$ cat src/rtl/output_trace_buffer.sv
// ---------------------------------------------------------------------------
// output_trace_buffer
//
// Purpose:
//   Picks the architecturally visible result of each retiring instruction
//   (register write data, store address or branch outcome), holds it on
//   OUTPUT_PORT and queues it in a FIFO. A consumer drains that FIFO through
//   a valid/ready handshake, so no result is lost while the consumer stalls.
//
// Handshake (OUT_VALID / OUT_READY):
//   OUT_VALID, OUT_DATA and OUT_STAMP are registered and describe the FIFO
//   head. A pop happens on a rising edge where OUT_VALID && OUT_READY. The
//   head outputs stay stable while OUT_VALID=1 and no pop occurs. OUT_READY
//   may be held high at any time. There is no bypass: an entry pushed into
//   an empty FIFO appears on OUT_VALID the cycle after its push edge.
//
// Ports:
//   CLK, RST        clock, synchronous active-high reset
//   RF_WD, ALUOUT   candidate results (register write data, store address)
//   OPSrc, PCSrc    result select; PCSrc=2'b11 marks a conditional branch
//   Branch_Cond     branch taken flag
//   RETIRE          capture strobe
//   OUTPUT_PORT     last captured result
//   OUT_VALID/OUT_DATA/OUT_STAMP/OUT_READY  FIFO drain handshake
//   COUNT           FIFO occupancy
//   OVERFLOW        sticky flag, set when a capture is dropped
//   DROP_CNT        saturating count of dropped captures
//
// Optional feature:
//   OUTBUF_CYCLE_STAMP_EN - when defined, each entry carries the value of a
//   free-running cycle counter sampled on its push edge. When undefined,
//   OUT_STAMP is tied to zero.
// ---------------------------------------------------------------------------
module output_trace_buffer #(
    parameter int DATA_WIDTH = 32,
    parameter int DEPTH      = 8,
    parameter int CNT_WIDTH  = 16
) (
    input  logic                       CLK,
    input  logic                       RST,
    input  logic [DATA_WIDTH-1:0]      RF_WD,
    input  logic [DATA_WIDTH-1:0]      ALUOUT,
    input  logic [1:0]                 OPSrc,
    input  logic [1:0]                 PCSrc,
    input  logic                       Branch_Cond,
    input  logic                       RETIRE,
    output logic [DATA_WIDTH-1:0]      OUTPUT_PORT,
    output logic                       OUT_VALID,
    output logic [DATA_WIDTH-1:0]      OUT_DATA,
    output logic [CNT_WIDTH-1:0]       OUT_STAMP,
    input  logic                       OUT_READY,
    output logic [$clog2(DEPTH):0]     COUNT,
    output logic                       OVERFLOW,
    output logic [CNT_WIDTH-1:0]       DROP_CNT
);

    localparam int PTR_W = $clog2(DEPTH);
    localparam int CNT_W = PTR_W + 1;
    localparam logic [CNT_W-1:0] FULL_CNT = CNT_W'(DEPTH);

    // Registers
    logic [DATA_WIDTH-1:0] r_output_port;
    logic [DATA_WIDTH-1:0] r_mem [DEPTH];
    logic [PTR_W-1:0]      r_wr_ptr;
    logic [PTR_W-1:0]      r_rd_ptr;
    logic [CNT_W-1:0]      r_count;
    logic                  r_out_valid;
    logic [DATA_WIDTH-1:0] r_out_data;
    logic                  r_overflow;
    logic [CNT_WIDTH-1:0]  r_drop_cnt;

    // Combinational
    logic                  w_sel_valid;
    logic [DATA_WIDTH-1:0] w_sel_data;
    logic                  w_pop;
    logic                  w_full;
    logic                  w_push;
    logic                  w_drop;
    logic [PTR_W-1:0]      w_wr_next;
    logic [PTR_W-1:0]      w_rd_next;
    logic [CNT_W-1:0]      w_count_next;
    logic                  w_head_bypass;
    logic [DATA_WIDTH-1:0] w_head_data_next;

    // Result selection; OPSrc=10 only captures for a conditional branch.
    always_comb begin
        w_sel_valid = 1'b0;
        w_sel_data  = '0;
        if (RETIRE) begin
            case (OPSrc)
                2'b00: begin
                    w_sel_valid = 1'b1;
                    w_sel_data  = RF_WD;
                end
                2'b01: begin
                    w_sel_valid = 1'b1;
                    w_sel_data  = ALUOUT;
                end
                2'b10: begin
                    if (PCSrc == 2'b11) begin
                        w_sel_valid = 1'b1;
                        w_sel_data  = DATA_WIDTH'(Branch_Cond);
                    end
                end
                default: begin
                    w_sel_valid = 1'b0;
                end
            endcase
        end
    end

    assign w_pop  = r_out_valid & OUT_READY;
    assign w_full = (r_count == FULL_CNT);
    // A full FIFO still accepts a push when the head leaves on the same edge.
    assign w_push = w_sel_valid & (~w_full | w_pop);
    assign w_drop = w_sel_valid & ~w_push;

    assign w_wr_next = w_push ? r_wr_ptr + PTR_W'(1) : r_wr_ptr;
    assign w_rd_next = w_pop  ? r_rd_ptr + PTR_W'(1) : r_rd_ptr;

    always_comb begin
        w_count_next = r_count;
        case ({w_push, w_pop})
            2'b10:   w_count_next = r_count + CNT_W'(1);
            2'b01:   w_count_next = r_count - CNT_W'(1);
            default: w_count_next = r_count;
        endcase
    end

    // The head registers look one entry ahead. If the next head slot is the
    // one being written on this edge, the memory does not hold it yet, so
    // the incoming value is forwarded into the head register instead.
    assign w_head_bypass    = w_push && (r_wr_ptr == w_rd_next);
    assign w_head_data_next = w_head_bypass ? w_sel_data : r_mem[w_rd_next];

    always_ff @(posedge CLK) begin
        if (!RST && w_push) begin
            r_mem[r_wr_ptr] <= w_sel_data;
        end
    end

    always_ff @(posedge CLK) begin
        if (RST) begin
            r_output_port <= '0;
            r_wr_ptr      <= '0;
            r_rd_ptr      <= '0;
            r_count       <= '0;
            r_out_valid   <= 1'b0;
            r_out_data    <= '0;
            r_overflow    <= 1'b0;
            r_drop_cnt    <= '0;
        end else begin
            if (w_sel_valid) begin
                r_output_port <= w_sel_data;
            end
            r_wr_ptr    <= w_wr_next;
            r_rd_ptr    <= w_rd_next;
            r_count     <= w_count_next;
            r_out_valid <= (w_count_next != '0);
            // Head data reads as zero while the FIFO is empty.
            r_out_data  <= (w_count_next != '0) ? w_head_data_next : '0;
            if (w_drop) begin
                r_overflow <= 1'b1;
                if (r_drop_cnt != '1) begin
                    r_drop_cnt <= r_drop_cnt + CNT_WIDTH'(1);
                end
            end
        end
    end

`ifdef OUTBUF_CYCLE_STAMP_EN
    logic [CNT_WIDTH-1:0] r_cycle;
    logic [CNT_WIDTH-1:0] r_stamp_mem [DEPTH];
    logic [CNT_WIDTH-1:0] r_out_stamp;
    logic [CNT_WIDTH-1:0] w_head_stamp_next;

    // Same look-ahead as the data path; a pushed entry is stamped with the
    // counter value before this edge's increment.
    assign w_head_stamp_next = w_head_bypass ? r_cycle : r_stamp_mem[w_rd_next];

    always_ff @(posedge CLK) begin
        if (!RST && w_push) begin
            r_stamp_mem[r_wr_ptr] <= r_cycle;
        end
    end

    always_ff @(posedge CLK) begin
        if (RST) begin
            r_cycle     <= '0;
            r_out_stamp <= '0;
        end else begin
            r_cycle     <= r_cycle + CNT_WIDTH'(1);
            r_out_stamp <= (w_count_next != '0) ? w_head_stamp_next : '0;
        end
    end

    assign OUT_STAMP = r_out_stamp;
`else
    assign OUT_STAMP = '0;
`endif

    assign OUTPUT_PORT = r_output_port;
    assign OUT_VALID   = r_out_valid;
    assign OUT_DATA    = r_out_data;
    assign COUNT       = r_count;
    assign OVERFLOW    = r_overflow;
    assign DROP_CNT    = r_drop_cnt;

endmodule

$ cat config.mk
export PLATFORM = sky130hd
export DESIGN_NAME = output_trace_buffer
export DESIGN_NICKNAME = d
export VERILOG_FILES = /design/src/rtl/output_trace_buffer.sv
export SDC_FILE = /design/constraint.sdc
export NUM_CORES = 1
export LEC_CHECK = 0
export CELL_PAD_IN_SITES_DETAIL_PLACEMENT = 0
export CELL_PAD_IN_SITES_GLOBAL_PLACEMENT = 1
export CORE_ASPECT_RATIO = 1.25
export CORE_MARGIN = 2
export CORE_UTILIZATION = 44
export CTS_CLUSTER_DIAMETER = 200
export DETAILED_ROUTE_END_ITERATION = 8
export DONT_BUFFER_PORTS = 1
export PLACE_DENSITY_LB_ADDON = 0.25
export SLEW_MARGIN = 5
export SYNTH_ARGS = -nofsm -noshare
export SYNTH_HDL_FRONTEND = slang
export SYNTH_SLANG_ARGS = --single-unit
$ cat constraint.sdc
create_clock -name CLK -period 5.2 [get_ports CLK]
set_input_delay 1.56 -clock CLK [delete_from_list [all_inputs] [get_ports CLK]]
set_output_delay 1.56 -clock CLK [all_outputs]
set_load 0.01 [all_outputs]
Word level (Yosys, flattened, before mapping) --
Memories as Yosys holds them, arrays and structs flattened. A register that Yosys moved wholly into a read port is not among the register bits. Index checks and enable logic that the tools add are counted.
Word-level totals: bits in writable memories 256, memory bits (read-only) 0, bits in registers 60, memories kept 1, latch bits 0, input port bits 73
Memories:
- r_mem | depth 8, bits a word 32, rd ports 1, clocked after Yosys merged registers in 1, wr ports 1, RTL line 63 | logic [DATA_WIDTH-1:0] r_mem [DEPTH];
Cells by class: div/mod/pow operators 0, magnitude comparators 0, multipliers 0, $add $sub $neg 5, bitwise logic cells 7, multiplexer cells 10, shift-type cells 0, equality and inequality tests 7, reductions and logical operators 7
Operator list (count):
- 32-bit one-hot mux with 3 select lines | 1
- 32-bit 2-to-1 mux | 1
- 16-bit by 1-bit adder with 16-bit output, second input constant | 1
- 16-bit != test, second input constant | 1
- 4-bit one-hot mux with 2 select lines | 1
- 3-bit by 1-bit adder with 3-bit output, second input constant | 2
- 2-bit == test, second input constant | 3
- 1-bit 2-to-1 mux | 5
- 4-bit by 1-bit adder with 4-bit output, second input constant | 1
- 2-bit by 1-bit == test with 1-bit output, second input constant | 2
- 4-bit == test, second input constant | 1
- 4-bit nonzero test | 1
- 2-bit OR reduction | 2
- 4-bit by 1-bit subtractor with 4-bit output, second input constant | 1
- 1-bit bitwise AND | 3
- 3-bit 2-to-1 mux | 1
- 1-bit inverter | 3
- 2-bit zero test | 1
- 1-bit one-hot mux with 2 select lines | 1
- 2-bit AND reduction | 1
- 1-bit logical AND | 1
- 1-bit zero test | 1
- 1-bit OR | 1

Longest topological paths before layout --
depth in word-level cells 10, mapped depth 14, mapped depth without buffers 12

Worst setup path before layout --
OpenSTA, ideal clock, no wires.
path type input port to flip-flop, from in OPSrc[0], to mem r_mem[0][0], enable pin, stages 5, setup slack -0.004 ns, required time 4.739 ns, data arrival time 4.743 ns, cells stage by stage clkbuf_1 and4b_1 o22ai_2 or3_1 nor3_1
Between the ends: longest elaborated chain between the ends 8, elaborated cells on any way between the ends 10, those cells by class eq/ne (2); mux (4); bitwise (1); reduce/logical (3)
RTL lines:
- start: declaration | RTL line 43 | input logic [1:0] OPSrc,
- 2-bit by 1-bit == test with 1-bit output or 2-bit zero test (tied branches) | RTL line 90 | case (OPSrc)
- 2-bit OR reduction (no source line)
- 1-bit one-hot mux with 2 select lines (*) | RTL line 90
- 1-bit 2-to-1 mux (*) | RTL line 89 | if (RETIRE) begin
- 1-bit bitwise AND (*) | RTL line 115 | assign w_push = w_sel_valid & (~w_full | w_pop);
- 1-bit logical AND (*) | RTL line 137 | if (!RST && w_push) begin
- 1-bit 2-to-1 mux (*) | RTL line 137
- 1-bit 2-to-1 mux (not written as such) (*) | RTL line 138 | r_mem[r_wr_ptr] <= w_sel_data;
- end: declaration | RTL line 63
Mark *: on every way between the ends. The rest lies on a longest branch, timed or not.

Worst setup path in the final report --
from in OUT_READY, to reg r_out_data[30], in the netlist OUT_DATA[30] (read register of r_mem)
Between the ends: longest elaborated chain between the ends 8, elaborated cells on any way between the ends 10, those cells by class eq/ne (2); mux (2); bitwise (4); reduce/logical (2)
RTL lines:
- start: declaration | RTL line 51 | input logic OUT_READY,
- 1-bit bitwise AND (*) | RTL line 112 | assign w_pop = r_out_valid & OUT_READY;
- 1-bit OR | RTL line 115
- 1-bit bitwise AND | RTL line 115
- 2-bit by 1-bit == test with 1-bit output or 2-bit == test (tied branches) | RTL line 123 | case ({w_push, w_pop})
- 4-bit one-hot mux with 2 select lines | RTL line 123
- 4-bit nonzero test | RTL line 161 | r_out_data <= (w_count_next != '0) ? w_head_data_next : '0;
- 1-bit inverter (no source line)
- 2-bit OR reduction (no source line)
- end: declaration | RTL line 68 | logic [DATA_WIDTH-1:0] r_out_data;
Marked as above. A chain may end at the register's enable or synchronous reset.

==> summary.txt <==
Logic synthesis
  – Synth Instances: 1,089
  – Avg Inst Size Synth: 13.0 sq um
  – Post-synth EDFFs: 256
  – Top post-synthesis cells by area: edfxtp_1 54%, dfxtp_1 13%, a211oi_1 6.8%
  – Sequential share of the synthesized area: 67.4%
  – Post-synthesis cell type count: 51
  – Ys flop type: edfxtp_1
  – Yosys reg bits: 348
  – Share of flip-flops with an asynchronous set or reset: 0%
  – Mapped cell area: 14,100 sq um
  – Top cell type by total area after synthesis: edfxtp_1
  – Ys Warns: 0
  – Share of the synthesized area in the top cell type: 54.3%

CTS
  – Clk sink count: 348
  – Post-CTS Hold Buffers: 0
  – CTS resizes: 0
  – Post-CTS Setup Bufs: 0
  – CTS Buf Count: 36
  – CTS Buffer Depth: 3
  – Reg clk slew, reported paths: 0.06 ns
  – Max H-tree Level: 2
  – CTS tree: done
  – Clock Latency Late Sink: 0.53 ns
  – CTS root buf: clkbuf_16

Flow run
  – Max-Cap Viols: 0

STA
  – Final min period: 3.76 ns
  – F_max: 0.266 GHz
  – Unrepaired setup endpoints after global routing: no
  – Endpoints failing hold: 0
  – Measured slew at the worst slew-check pin: 0.939 ns
  – Slew HR: 37.3%
  – Setup violators final: 0
  – Max-slew violation count: 0
  – Post-route setup TNS: 0 ns
  – Clock Skew: 0.0161 ns
  – Final worst-path cycle share: 72.2%

Detailed routing
  – Via count: 8,688
  – Post-Route WL: 34,300 um
  – Vias/cell: 5.78
  – Wl on met1: 14,800 um
  – Max layer used: met4
  – Number of remaining DRC errors: 0
  – Met3 Wirelength: 2310 um
  – Router iterations before antenna repair: 7
  – Routed len/inst: 22.9 um
  – Antenna Nets Post-Route: 0
  – Drt first-iter violations: 638
  – Met2 wire len: 16,600 um

Global routing
  – Tot GR Track Use: 20.5%
  – Total grt overflow: 0
  – Vias in the first global route: 8,854
  – Pin count of the biggest net entering global routing: 130
  – First-pass GRT wire length: 52,300 um
  – Initial antenna violation count: 0

Die
  – Vert. Die Dim: 204 um
  – FP Rows: 73
  – # IOs: 175
  – Width of the chip: 164 um
  – Die area: 33,600 sq um
  – Core Region: 31,700 sq um
  – Starting Density: 44.6%

Cells and area
  – Final cell count without fillers: 1,502
  – Reg area: 9530 sq um
  – Area of the multi-input gates: 4260 sq um
  – Layout fillers: 2,774
  – Cell area after layout: 15,700 sq um
  – Layout cell share with drive strength beyond 1: 8.81%
  – # diodes: 0
  – Final #Nets: 1,141
  – Area grow syn2layout: 11.3%

Power and ir drop
  – Largest vdd supply drop: 324 uV
  – PD cells: 454 nW/um^2
  – Leakage: 0.00568 uW

Place
  – Gpl congestion: 0.733
  – Post-placement cell count: 1,436
  – Placed inst area: 14,500 sq um
  – Post-DP HPWL: 18,800 um
  – Number of buffers added on ports: 0

Min path
  – Hold Path Class: reg2reg

Critical path
  – Crit start category: input pin
  – Worst Setup End Kind: flip-flop
  – Worst Path Required: 5.60 ns
  – CP Class: in2reg
  – Crit path DAT: 4.15 ns
  – Critical Path Fanout Max: 18

Run status
  – Status: complete, no violations
## synthesized netlist by cell type, types with 2 or more instances
master,count
xnor2_1,10
buf_4,17
or3_1,5
nor4_1,32
and3_1,133
ha_1,6
edfxtp_1,256
buf_2,7
clkbuf_1,73
buf_6,3
o21ai_1,3
o21ai_0,3
inv_2,2
nor3_1,2
a21oi_1,42
nand4_1,4
mux2i_1,66
nand2b_1,4
xor2_1,14
buf_1,2
nor2_1,132
a32oi_1,2
nand2_1,10
inv_1,5
a211oi_1,128
nand3_1,9
dfxtp_1,92
and4_1,4
## kinds of logic after synthesis
group | Yosys count | share of synthesized area, %
AOI/OAI and AO/OA | 191 | 9.50
xor gates and xnor gates | 24 | 1.49
adders and majority gates | 6 | 0.531
buffers and inverters | 109 | 3.56
DFF | 348 | 67.4
muxes | 66 | 4.67
other | 1 | 0.0265
and+or+nand+nor | 344 | 12.9
## stage by stage
| step | worst slack (ns) | total power (uW) | utilization, % | hold WS [ns] |
|---|---|---|---|---|
| detailed placement | 0.874 | 4630 | 45.9 | 0.522 |
| CTS | 1.42 | 7240 | 49.7 | 0.531 |
| finish | 1.44 | 7160 | 49.7 | 0.531 |
| global placement | 0.912 | 4630 | 45.9 | 0.528 |
| global route | 1.20 | 7490 | 49.7 | 0.557 |
| floorplan | 0.106 | 4270 | - | 0.505 |
## critical path, stage by stage
cell and delay (ns):
nand2_1 0.13, inv_2 0.12, o22ai_2 0.33, ha_1 0.33
xor2_1 0.10, ha_1 0.19, a21oi_1 0.14, xor2_1 0.16
nor2_1 0.06, xnor2_1 0.18, a31o_2 0.53, buf_12 0.23
nor2_1 0.06
## final cells by class
class | instances | share of cell area [%]
flip-flops and latches | 348 | 60.5
clock inverters | 11 | 0.731
clock buffers | 55 | 6.96
inverters | 7 | 0.167
repair buffers | 22 | 1.29
multi-input cells | 647 | 27.1
well taps | 412 | 3.27
## report_power, final
part           total [uW]  switching [uW]  internal, uW
clock network        2600            1040          1560
registers            3300             171          3130
logic                1250             788           461
total                7160            2000          5150
## cells in the final DEF (no fill, tap or decap), types with 6 or more instances in the layout
cell type,n
edfxtp_1,256
and3_1,133
a211oi_1,128
nor2_1,125
dfxtp_1,92
mux2i_1,66
a21oi_1,42
clkbuf_16,39
nor4_1,32
buf_4,19
conb_1,16
xor2_1,14
xnor2_1,10
clkbuf_1,10
nand2_1,9
nand3_1,9
nor2_4,7
ha_1,6
clkbuf_8,6
## per-layer routing
metal,track usage [%],vias to the layer above
met5,0,-
met4,5.25,0
met3,4.79,39
met2,34.5,256
met1,26.7,4344
li1,-,4049
## final timing paths
check	to	slack (ns)	start	cells past startpoint
min reg2reg	OVERFLOW	0.53	OVERFLOW	2
min	OVERFLOW	0.53	OVERFLOW	2
max reg2reg	OUT_DATA[30]	1.73	COUNT[0]	12
max	OUT_DATA[30]	1.44	OUT_READY	13
## state kept, by name, summed over array words and instances, names as in the netlist, 3 cells and up
| register | count |
|---|---|
| r_mem | 256 |
| OUTPUT_PORT | 32 |
| OUT_DATA | 32 |
| DROP_CNT | 16 |
| COUNT | 4 |
| r_rd_ptr | 3 |
| r_wr_ptr | 3 |
(Power assumes the default switching activity.)
